### config.mk
export PLATFORM = sky130hd
export DESIGN_NAME = calc_sequencer_flat
export DESIGN_NICKNAME = d
export VERILOG_FILES = /design/src/rtl/calc_sequencer_if.sv /design/src/rtl/calc_sequencer.sv /design/src/flat_wrapper.sv
export SDC_FILE = /design/constraint.sdc
export NUM_CORES = 1
export LEC_CHECK = 0
export CORE_UTILIZATION = 45
export DETAILED_ROUTE_END_ITERATION = 8
export GPL_TIMING_DRIVEN = 0
export PLACE_DENSITY = 0.85
export SYNTH_ARGS = -nofsm -noshare
export SYNTH_HDL_FRONTEND = slang
export SYNTH_SLANG_ARGS = --single-unit
export TNS_END_PERCENT = 1
### constraint.sdc
create_clock -name clk -period 2.6 [get_ports clk]
set_input_delay 0.26 -clock clk [delete_from_list [all_inputs] [get_ports clk]]
set_output_delay 0.26 -clock clk [all_outputs]
set_load 0.01 [all_outputs]
### src/rtl/calc_sequencer_if.sv
// Calculator memory port and run enable between the job sequencer and the processor.
// The sequencer is the master and the only driver of address, data, strobe and run enable.
interface calc_sequencer_if;
    logic        cpu_run;
    logic [31:0] EntradaCalcu;
    logic [31:0] addressCalcu;
    logic        writeEnableCalcu;
    logic [31:0] resultadoCalcu;

    modport master (
        output cpu_run,
        output EntradaCalcu,
        output addressCalcu,
        output writeEnableCalcu,
        input  resultadoCalcu
    );

    modport slave (
        input  cpu_run,
        input  EntradaCalcu,
        input  addressCalcu,
        input  writeEnableCalcu,
        output resultadoCalcu
    );
endinterface

### src/rtl/calc_sequencer.sv
// Calculator job sequencer: loads operands into data memory, runs the processor,
// polls the status word until completion or timeout and returns the result to the host.
//
// state  | meaning
// IDLE   | waiting for start, port quiet
// WR_A   | writing operand A
// WR_B   | writing operand B
// WR_OP  | writing zero-extended opcode
// CLR_ST | clearing status word, run counter reset
// P_ADDR | processor running, status address presented
// P_CHK  | processor running, status word sampled
// R_ADDR | processor running, result address presented
// R_CHK  | processor running, result word sampled
// DONE   | completion pulse, success
// ERR    | completion pulse, timeout
module calc_sequencer #(
    parameter logic [31:0] ADDR_A   = 32'h40,
    parameter logic [31:0] ADDR_B   = 32'h44,
    parameter logic [31:0] ADDR_OP  = 32'h48,
    parameter logic [31:0] ADDR_ST  = 32'h4C,
    parameter logic [31:0] ADDR_RES = 32'h50,
    parameter int          TIMEOUT  = 1024
) (
    input  logic             clk,
    input  logic             rst_n,
    input  logic             start,
    input  logic             abort,
    input  logic [31:0]      operand_a,
    input  logic [31:0]      operand_b,
    input  logic [1:0]       opcode,
    output logic             busy,
    output logic             done,
    output logic             timeout,
    output logic [31:0]      result,
    calc_sequencer_if.master mem
);

    typedef enum logic [3:0] {
        IDLE,
        WR_A,
        WR_B,
        WR_OP,
        CLR_ST,
        P_ADDR,
        P_CHK,
        R_ADDR,
        R_CHK,
        DONE,
        ERR
    } state_t;

    localparam logic [15:0] TIMEOUT_CNT = TIMEOUT[15:0];

    state_t      state;
    state_t      state_nxt;
    logic [31:0] b_q;
    logic [1:0]  op_q;
    logic [15:0] run_cnt;

    always_comb begin
        state_nxt = state;
        case (state)
            IDLE:    if (start && !abort) state_nxt = WR_A;
            WR_A:    state_nxt = WR_B;
            WR_B:    state_nxt = WR_OP;
            WR_OP:   state_nxt = CLR_ST;
            CLR_ST:  state_nxt = P_ADDR;
            P_ADDR:  state_nxt = P_CHK;
            P_CHK: begin
                if (mem.resultadoCalcu != 32'h0)
                    state_nxt = R_ADDR;
                else if (run_cnt >= TIMEOUT_CNT)
                    state_nxt = ERR;
                else
                    state_nxt = P_ADDR;
            end
            R_ADDR:  state_nxt = R_CHK;
            R_CHK:   state_nxt = DONE;
            DONE:    state_nxt = IDLE;
            ERR:     state_nxt = IDLE;
            default: state_nxt = IDLE;
        endcase
        if (abort && state != IDLE)
            state_nxt = IDLE;
    end

    // Outputs are registered from the next state so each one is valid in the cycle of its state.
    always_ff @(posedge clk or negedge rst_n) begin
        if (!rst_n) begin
            state                <= IDLE;
            b_q                  <= 32'h0;
            op_q                 <= 2'b00;
            run_cnt              <= 16'h0;
            busy                 <= 1'b0;
            done                 <= 1'b0;
            timeout              <= 1'b0;
            result               <= 32'h0;
            mem.cpu_run          <= 1'b0;
            mem.EntradaCalcu     <= 32'h0;
            mem.addressCalcu     <= 32'h0;
            mem.writeEnableCalcu <= 1'b0;
        end else begin
            state <= state_nxt;

            if (state == IDLE && state_nxt == WR_A) begin
                b_q     <= operand_b;
                op_q    <= opcode;
                timeout <= 1'b0;
            end
            if (state_nxt == ERR)
                timeout <= 1'b1;
            if (state == R_CHK && state_nxt == DONE)
                result <= mem.resultadoCalcu;

            if (state == CLR_ST)
                run_cnt <= 16'h0;
            else if ((state == P_ADDR || state == P_CHK) && run_cnt != 16'hFFFF)
                run_cnt <= run_cnt + 16'h1;

            busy                 <= (state_nxt != IDLE);
            done                 <= (state_nxt == DONE || state_nxt == ERR);
            mem.cpu_run          <= (state_nxt inside {P_ADDR, P_CHK, R_ADDR, R_CHK});
            mem.writeEnableCalcu <= (state_nxt inside {WR_A, WR_B, WR_OP, CLR_ST});

            // WR_A is only entered from IDLE, so operand A goes straight from the input.
            case (state_nxt)
                WR_A: begin
                    mem.addressCalcu <= ADDR_A;
                    mem.EntradaCalcu <= operand_a;
                end
                WR_B: begin
                    mem.addressCalcu <= ADDR_B;
                    mem.EntradaCalcu <= b_q;
                end
                WR_OP: begin
                    mem.addressCalcu <= ADDR_OP;
                    mem.EntradaCalcu <= {30'h0, op_q};
                end
                CLR_ST, P_ADDR, P_CHK: begin
                    mem.addressCalcu <= ADDR_ST;
                    mem.EntradaCalcu <= 32'h0;
                end
                R_ADDR, R_CHK: begin
                    mem.addressCalcu <= ADDR_RES;
                    mem.EntradaCalcu <= 32'h0;
                end
                default: begin
                    mem.addressCalcu <= 32'h0;
                    mem.EntradaCalcu <= 32'h0;
                end
            endcase
        end
    end

endmodule

### src/flat_wrapper.sv
// flat-port wrapper written by rule: the top's interface ports become plain ports
module calc_sequencer_flat 
#(
    parameter logic [31:0] ADDR_A   = 32'h40,
    parameter logic [31:0] ADDR_B   = 32'h44,
    parameter logic [31:0] ADDR_OP  = 32'h48,
    parameter logic [31:0] ADDR_ST  = 32'h4C,
    parameter logic [31:0] ADDR_RES = 32'h50,
    parameter int          TIMEOUT  = 1024
)
  (clk, rst_n, start, abort, operand_a, operand_b, opcode, busy, done, timeout, result, mem_cpu_run, mem_EntradaCalcu, mem_addressCalcu, mem_writeEnableCalcu, mem_resultadoCalcu);
  calc_sequencer_if mem_i ();
  input  logic clk;
  input  logic rst_n;
  input  logic start;
  input  logic abort;
  input  logic [31:0] operand_a;
  input  logic [31:0] operand_b;
  input  logic [1:0] opcode;
  output logic busy;
  output logic done;
  output logic timeout;
  output logic [31:0] result;
  output wire logic [$bits(mem_i.cpu_run)-1:0] mem_cpu_run;
  output wire logic [$bits(mem_i.EntradaCalcu)-1:0] mem_EntradaCalcu;
  output wire logic [$bits(mem_i.addressCalcu)-1:0] mem_addressCalcu;
  output wire logic [$bits(mem_i.writeEnableCalcu)-1:0] mem_writeEnableCalcu;
  input wire logic [$bits(mem_i.resultadoCalcu)-1:0] mem_resultadoCalcu;
  assign mem_cpu_run = mem_i.cpu_run;
  assign mem_EntradaCalcu = mem_i.EntradaCalcu;
  assign mem_addressCalcu = mem_i.addressCalcu;
  assign mem_writeEnableCalcu = mem_i.writeEnableCalcu;
  assign mem_i.resultadoCalcu = mem_resultadoCalcu;
  calc_sequencer #(.ADDR_A(ADDR_A), .ADDR_B(ADDR_B), .ADDR_OP(ADDR_OP), .ADDR_ST(ADDR_ST), .ADDR_RES(ADDR_RES), .TIMEOUT(TIMEOUT)) u_core (.clk(clk), .rst_n(rst_n), .start(start), .abort(abort), .operand_a(operand_a), .operand_b(operand_b), .opcode(opcode), .busy(busy), .done(done), .timeout(timeout), .result(result), .mem(mem_i));
endmodule
; ---- Word level (Yosys, flattened, before mapping)
; Cells that the tools add are included.
[word_totals]
reg_bits = 130
latch_bits = 0
mem_bits_rw = 0
romBits = 0
in_bits = 102
out_inout_bits = 101
word_cells = 62
mem_count = 0
[op_classes]
n_addsub = 1
n_mul = 0
div_mod_pow = 0
magnitude_cmp = 1
n_eq_ne = 19
shifts = 0
mux = 11
bitwise_logic = 0
n_reduce_logical = 18
[ops]
columns = cell, n
row1 = 32-bit one-hot mux with 3 select lines, 1
row2 = 4-bit one-hot mux with 9 select lines, 1
row3 = 7-bit one-hot mux with 5 select lines, 1
row4 = "4-bit by 3-bit equality test with 1-bit output, second input constant", 8
row5 = 16-bit 2-to-1 mux, 2
row6 = 32-bit nonzero test, 1
row7 = "16-bit by 1-bit adder with 16-bit output, second input constant", 1
row8 = "4-bit by 2-bit equality test with 1-bit output, second input constant", 4
row9 = "4-bit equality test, second input constant", 4
row10 = "16-bit by 11-bit >= comparator with 1-bit output, second input constant", 1
row11 = 4-bit 2-to-1 mux, 4
row12 = "16-bit != test, second input constant", 1
row13 = 4-bit nonzero test, 4
row14 = "4-bit by 1-bit equality test with 1-bit output, second input constant", 2
row15 = 1-bit logical AND, 5
row16 = 4-bit zero test, 1
row17 = 2-bit nonzero test, 2
row18 = 3-bit OR reduction, 1
row19 = 1-bit logical OR, 2
row20 = 1-bit 2-to-1 mux, 2
row21 = 2-bit OR reduction, 1
row22 = 1-bit zero test, 1

; ---- Depth between registers and ports, before layout
[depth]
ltp_word = 9
depth_mapped = 8

; ---- Least setup slack after synthesis
; No wires, ideal clock.
[synth_path]
kind = register to register
startpoint = reg u_core.run_cnt[0]
endpoint = reg u_core.run_cnt[7]
setup_time_ps = 119
arrival_ps = 1747
required_ps = 2481
path_slack_ps = 735
path_stages_with_launch = 7
synth_period_minus_slack_ps = 1865
path_cell_list = dfrtp_1 -> ha_1 -> and2_1 -> and3_1 -> a2111oi_1 -> a21oi_1 -> o21a_1
[synth_between]
elab_chain_cells = 3
[synth_rtl]
columns = item, line_no
row1 = start: declaration, calc_sequencer.sv:58  ; logic [15:0] run_cnt;
row2 = start signal: assignment, calc_sequencer.sv:118  ; run_cnt <= run_cnt + 16'h1;
row3 = 16-bit by 1-bit adder with 16-bit output / 16-bit != test (equally long branches), "calc_sequencer.sv:118, calc_sequencer.sv:117"
row4 = 16-bit 2-to-1 mux / 1-bit logical AND (equally long branches), calc_sequencer.sv:117  ; else if ((state == P_ADDR || state == P_CHK) && run_cnt != 16'hFFFF)
row5 = 16-bit 2-to-1 mux / 2-bit nonzero test (equally long branches), -
; Parallel ways exist; a longest one is shown, timed or not. The select of a mux whose other input is x is not followed.
; A chain may end at the register's enable or synchronous reset.

; ---- Final worst setup path
[layout_path]
startpoint = reg u_core.state[1]
endpoint = reg u_core.op_q[1]
[layout_between]
elab_chain_cells = 5
[layout_rtl]
columns = item, line_no
row1 = start: declaration, calc_sequencer.sv:54  ; state_t state;
row2 = start signal: assignment, calc_sequencer.sv:103  ; state <= state_nxt;
row3 = 4-bit equality test (tied with other cells), calc_sequencer.sv:62  ; case (state)
row4 = 4-bit one-hot mux with 9 select lines / 1-bit logical AND (equally long branches), "calc_sequencer.sv:62, calc_sequencer.sv:83"
row5 = 4-bit 2-to-1 mux, calc_sequencer.sv:83  ; if (abort && state != IDLE)
row6 = 4-bit by 1-bit equality test with 1-bit output, calc_sequencer.sv:105  ; if (state == IDLE && state_nxt == WR_A) begin
row7 = 1-bit logical AND (*), calc_sequencer.sv:105
row8 = end signal: assignment, calc_sequencer.sv:107  ; op_q <= opcode;
row9 = end: declaration, calc_sequencer.sv:57  ; logic [1:0] op_q;
; Every way passes the cells marked *; elsewhere a longest branch is shown, timed or not.

==> results.md <==
* Status: finished clean
* Layout fillers at 886
* Global placer's final weighted congestion at about 0.86
* Drt total wl at 15300 um
* Max cap viols at 0
* Die height at approximately 110 um
* Synthesized flop and latch total at 127
* CTS tree: yes
* Wire per inst at roughly 17 um
* Share of layout cells above drive strength 1 at 15.6%
* LEAKAGE at 3.92 nW
* Synth top area share at 56.5%
* Worst-Margin Slew at around 0.65 ns
* Vias per cell at 5.07
* Synth area leader: dfrtp_1
* Pins Over Slew Limit at 0
* Post-synth ARST share at 100%
* Fmax at roughly 0.44 GHz
* Clock share of power at 27.9%
* Maximum VDD drop at 0.463 mV
* Die width at 114 um
* Sequential share of power at 37.1%
* Crit path arrival time at 2.61 ns
* Mapped Cells at slightly above 500
* Syn avg cell area at 11.1 um^2
* Vias in the first global route at 4860
* Largest family of logic cells by synthesized area: simple AND/OR/NAND/NOR gates
* Max_slew headroom at 56.0%
* Synth Area in Compound Gates at 11.5%
* Clk_lat worst skew at between 0.4 and 0.5 ns
* Clk root buf: clkbuf_16
* Startpoint types: flip-flop
* H-tree Lvls at 4
* Die area at 12900 um^2
* Total grt overflow at 0
* Setup Crit Path Kind: reg -> reg
* Area grow syn2layout at 47.3%
* Power density over the cells at 970 nW/um^2
* Crit. End Element: flip-flop
* Tot GR Track Use at approximately 25%
* Synthesized area at 5620 um^2
* Comb pwr share at 34.9%
* Largest net degree at the start of global routing at 82
* Cts bufs inserted at 17
* Placed cell count at 878
* Sink Count at approximately 130
* Switching share of power at 31.4%
* Non-Filler Instances at 910
* Final setup fails at 0
* # DRC at 0
* Setup Fix Bufs, Post-CTS at 0
* Synth Flop Type: dfrtp_1
* Xor and xnor area share after synthesis at between 1.5 and 2%
* Nets at 834
* ANT nets after route at 0
* Commonest cells in the netlist: 127 x dfrtp_1, 110 x nand2_1, 32 x buf_4
* Crit path max fanout at 10
* Via count at between 4000 and 5000
* Simple-Gate Fraction of Synth Area at between 15 and 20%
* Clk buf depth at 2
* Post-synth EDFFs at 0
* Synth Area in Adders at less than 1%
* 1st-iter DRT viols at 202
* Rows at 40
* Clock Pin Slew Worst Setup and Hold Paths at 0.05 ns
* Top post-synthesis cells by area: dfrtp_1 57%, nand2_1 7.3%, mux2_2 6.0%, a22o_1 4.7%, buf_4 4.3%
* Top-count cell post-synth: dfrtp_1
* Final Hold Fails at 0
* Netlist cell types at 64
* First-pass GRT wire length at 24200 um
* Initial antenna violation count at 0
* Period utilisation layout at 86.6%
* Initial DRT Pass Iterations at 4
* HP Class: in -> async
* Sw Pwr at 2.53 mW
* Clock Skew at 0.0168 ns
* Data required, critical path at 2.95 ns
* Mux contribution to synthesized area at 6.94%
* Final min period at approximately 2.3 ns
* Port-buffer cells at 174
* Seq/Total Area, Yosys at 56.5%
* Hold slack at 0.324 ns
* RSZ-0062 raised after global routing: false
* Yosys Warn Count at 0
* Initial Util at 46.4%
* Internal cell power at 5.51 mW
* DP HPWL at 11200 um
* # IOs at 203
* Core area at 12100 um^2
* # diodes at 0
[layout by cell type, fill, tap and decap left out, drive strengths merged, types with 3 or more instances in the layout]
cell	netlist	routed
a2111oi	3	3
a21oi	16	16
a22o	30	30
and3	8	8
buf	41	43
clkbuf	9	31
clkdlybuf4s50	0	173
clkinv	0	3
clkinvlp	0	4
conb	1	28
dfrtp	127	127
inv	11	12
mux2	32	32
mux2i	3	3
nand2	111	111
nand2b	5	5
nand3	7	7
nand4	6	6
nor2	19	19
nor3	4	4
nor4	10	10
o211ai	5	5
o21ai	12	12
or3	3	3
xnor2	7	7
[worst max-delay path: stages, from the launching register on]
cell and delay [ns]:
dfrtp_1 0.45, buf_6 0.18, nor2_1 0.17, and3_1 0.22, clkbuf_1 0.19, buf_2 0.28, buf_1 0.42, nand2_1 0.17
nand2_1 0.09
[sequential cells by signal, indices dropped and copies added (netlist names), 2 cells and up]
signal and flops:
u_core.b_q 32, u_core.mem.EntradaCalcu 32, u_core.result 32, u_core.run_cnt 16
u_core.mem.addressCalcu 4, u_core.state 4, u_core.op_q 2
[per-layer routing]
layer	wire length, um	part of all wire (%)	up-vias	global-route usage [%]
met2	7850	51	203	44.0
li1	-	-	2171	-
met3	1160	7.6	27	6.59
met5	0	0	-	0
met1	5950	39	2213	27.6
met4	364	2.4	0	11.9
[final timing paths]
kind / from / endpoint / slack, ns / depth (start not counted)
min in group clk: operand_b[27] / u_core.b_q[27] / 0.36 / 3
worst max register to register: u_core.state[1] / u_core.op_q[1] / 0.35 / 8
max in group asynchronous: rst_n / u_core.b_q[15] / 1.52 / 3
worst min-delay path: rst_n / u_core.mem.EntradaCalcu[29] / 0.32 / 2
worst min register to register: u_core.b_q[24] / u_core.b_q[24] / 0.48 / 2
worst max-delay path: u_core.state[1] / u_core.op_q[1] / 0.35 / 8
[cell families (layout without fill, tap and decap cells)]
group                      after synthesis  in the layout
DFF                                    127            127
muxes                                   35             35
and+or+nand+nor                        187            187
adders and majority gates                2              2
AOI/OAI and AO/OA                       86             86
other                                    1             28
xor gates and xnor gates                 9              9
buffers and inverters                   61            268
[power by group through the flow]
stage               combinational [mW]  sequential (mW)  clock [mW]
floorplan                         1.23             3.14           0
global placement                  2.72             2.98           0
detailed placement                2.79             3.01           0
CTS                               2.82             2.99        2.27
global route                      3.04             3.06        2.37
finish                            2.81             2.98        2.24
[what timing repair did]
item,CTS,global route
endpoints found under the setup margin,0,0
gates resized for setup,0,0
hold buffers,1,0
hold endpoints to repair,46,0
[metrics by stage]
stage / util [%] / setup TNS, ns / power [mW] / cell area, um^2 / worst slack [ns]
final: 68.4 / 0 / 8.03 / 8280 / 0.347
after global routing: 68.4 / 0 / 8.47 / 8280 / 0.212
after CTS: 68.4 / 0 / 8.08 / 8280 / 0.357
after detailed placement: 63.6 / -0.0809 / 5.80 / 7710 / -0.0685
after global placement: 63.4 / -443.22 / 5.70 / 7680 / -3.50
after floorplan: - / 0 / 4.37 / 5730 / 0.735
[area by class of cell]
cell class / count / area [um^2] / share of cell area (%)
repair buffers: 176 / 1780 / 21.5
inverters: 11 / 41.3 / 0.498
clock inverters: 9 / 83.8 / 1.01
well taps: 168 / 210 / 2.54
multi-input cells: 347 / 2160 / 26.1
plain buffers: 50 / 342 / 4.12
flip-flops and latches: 127 / 3180 / 38.4
clock buffers: 22 / 484 / 5.85
Power figures use the tool's default switching activity.
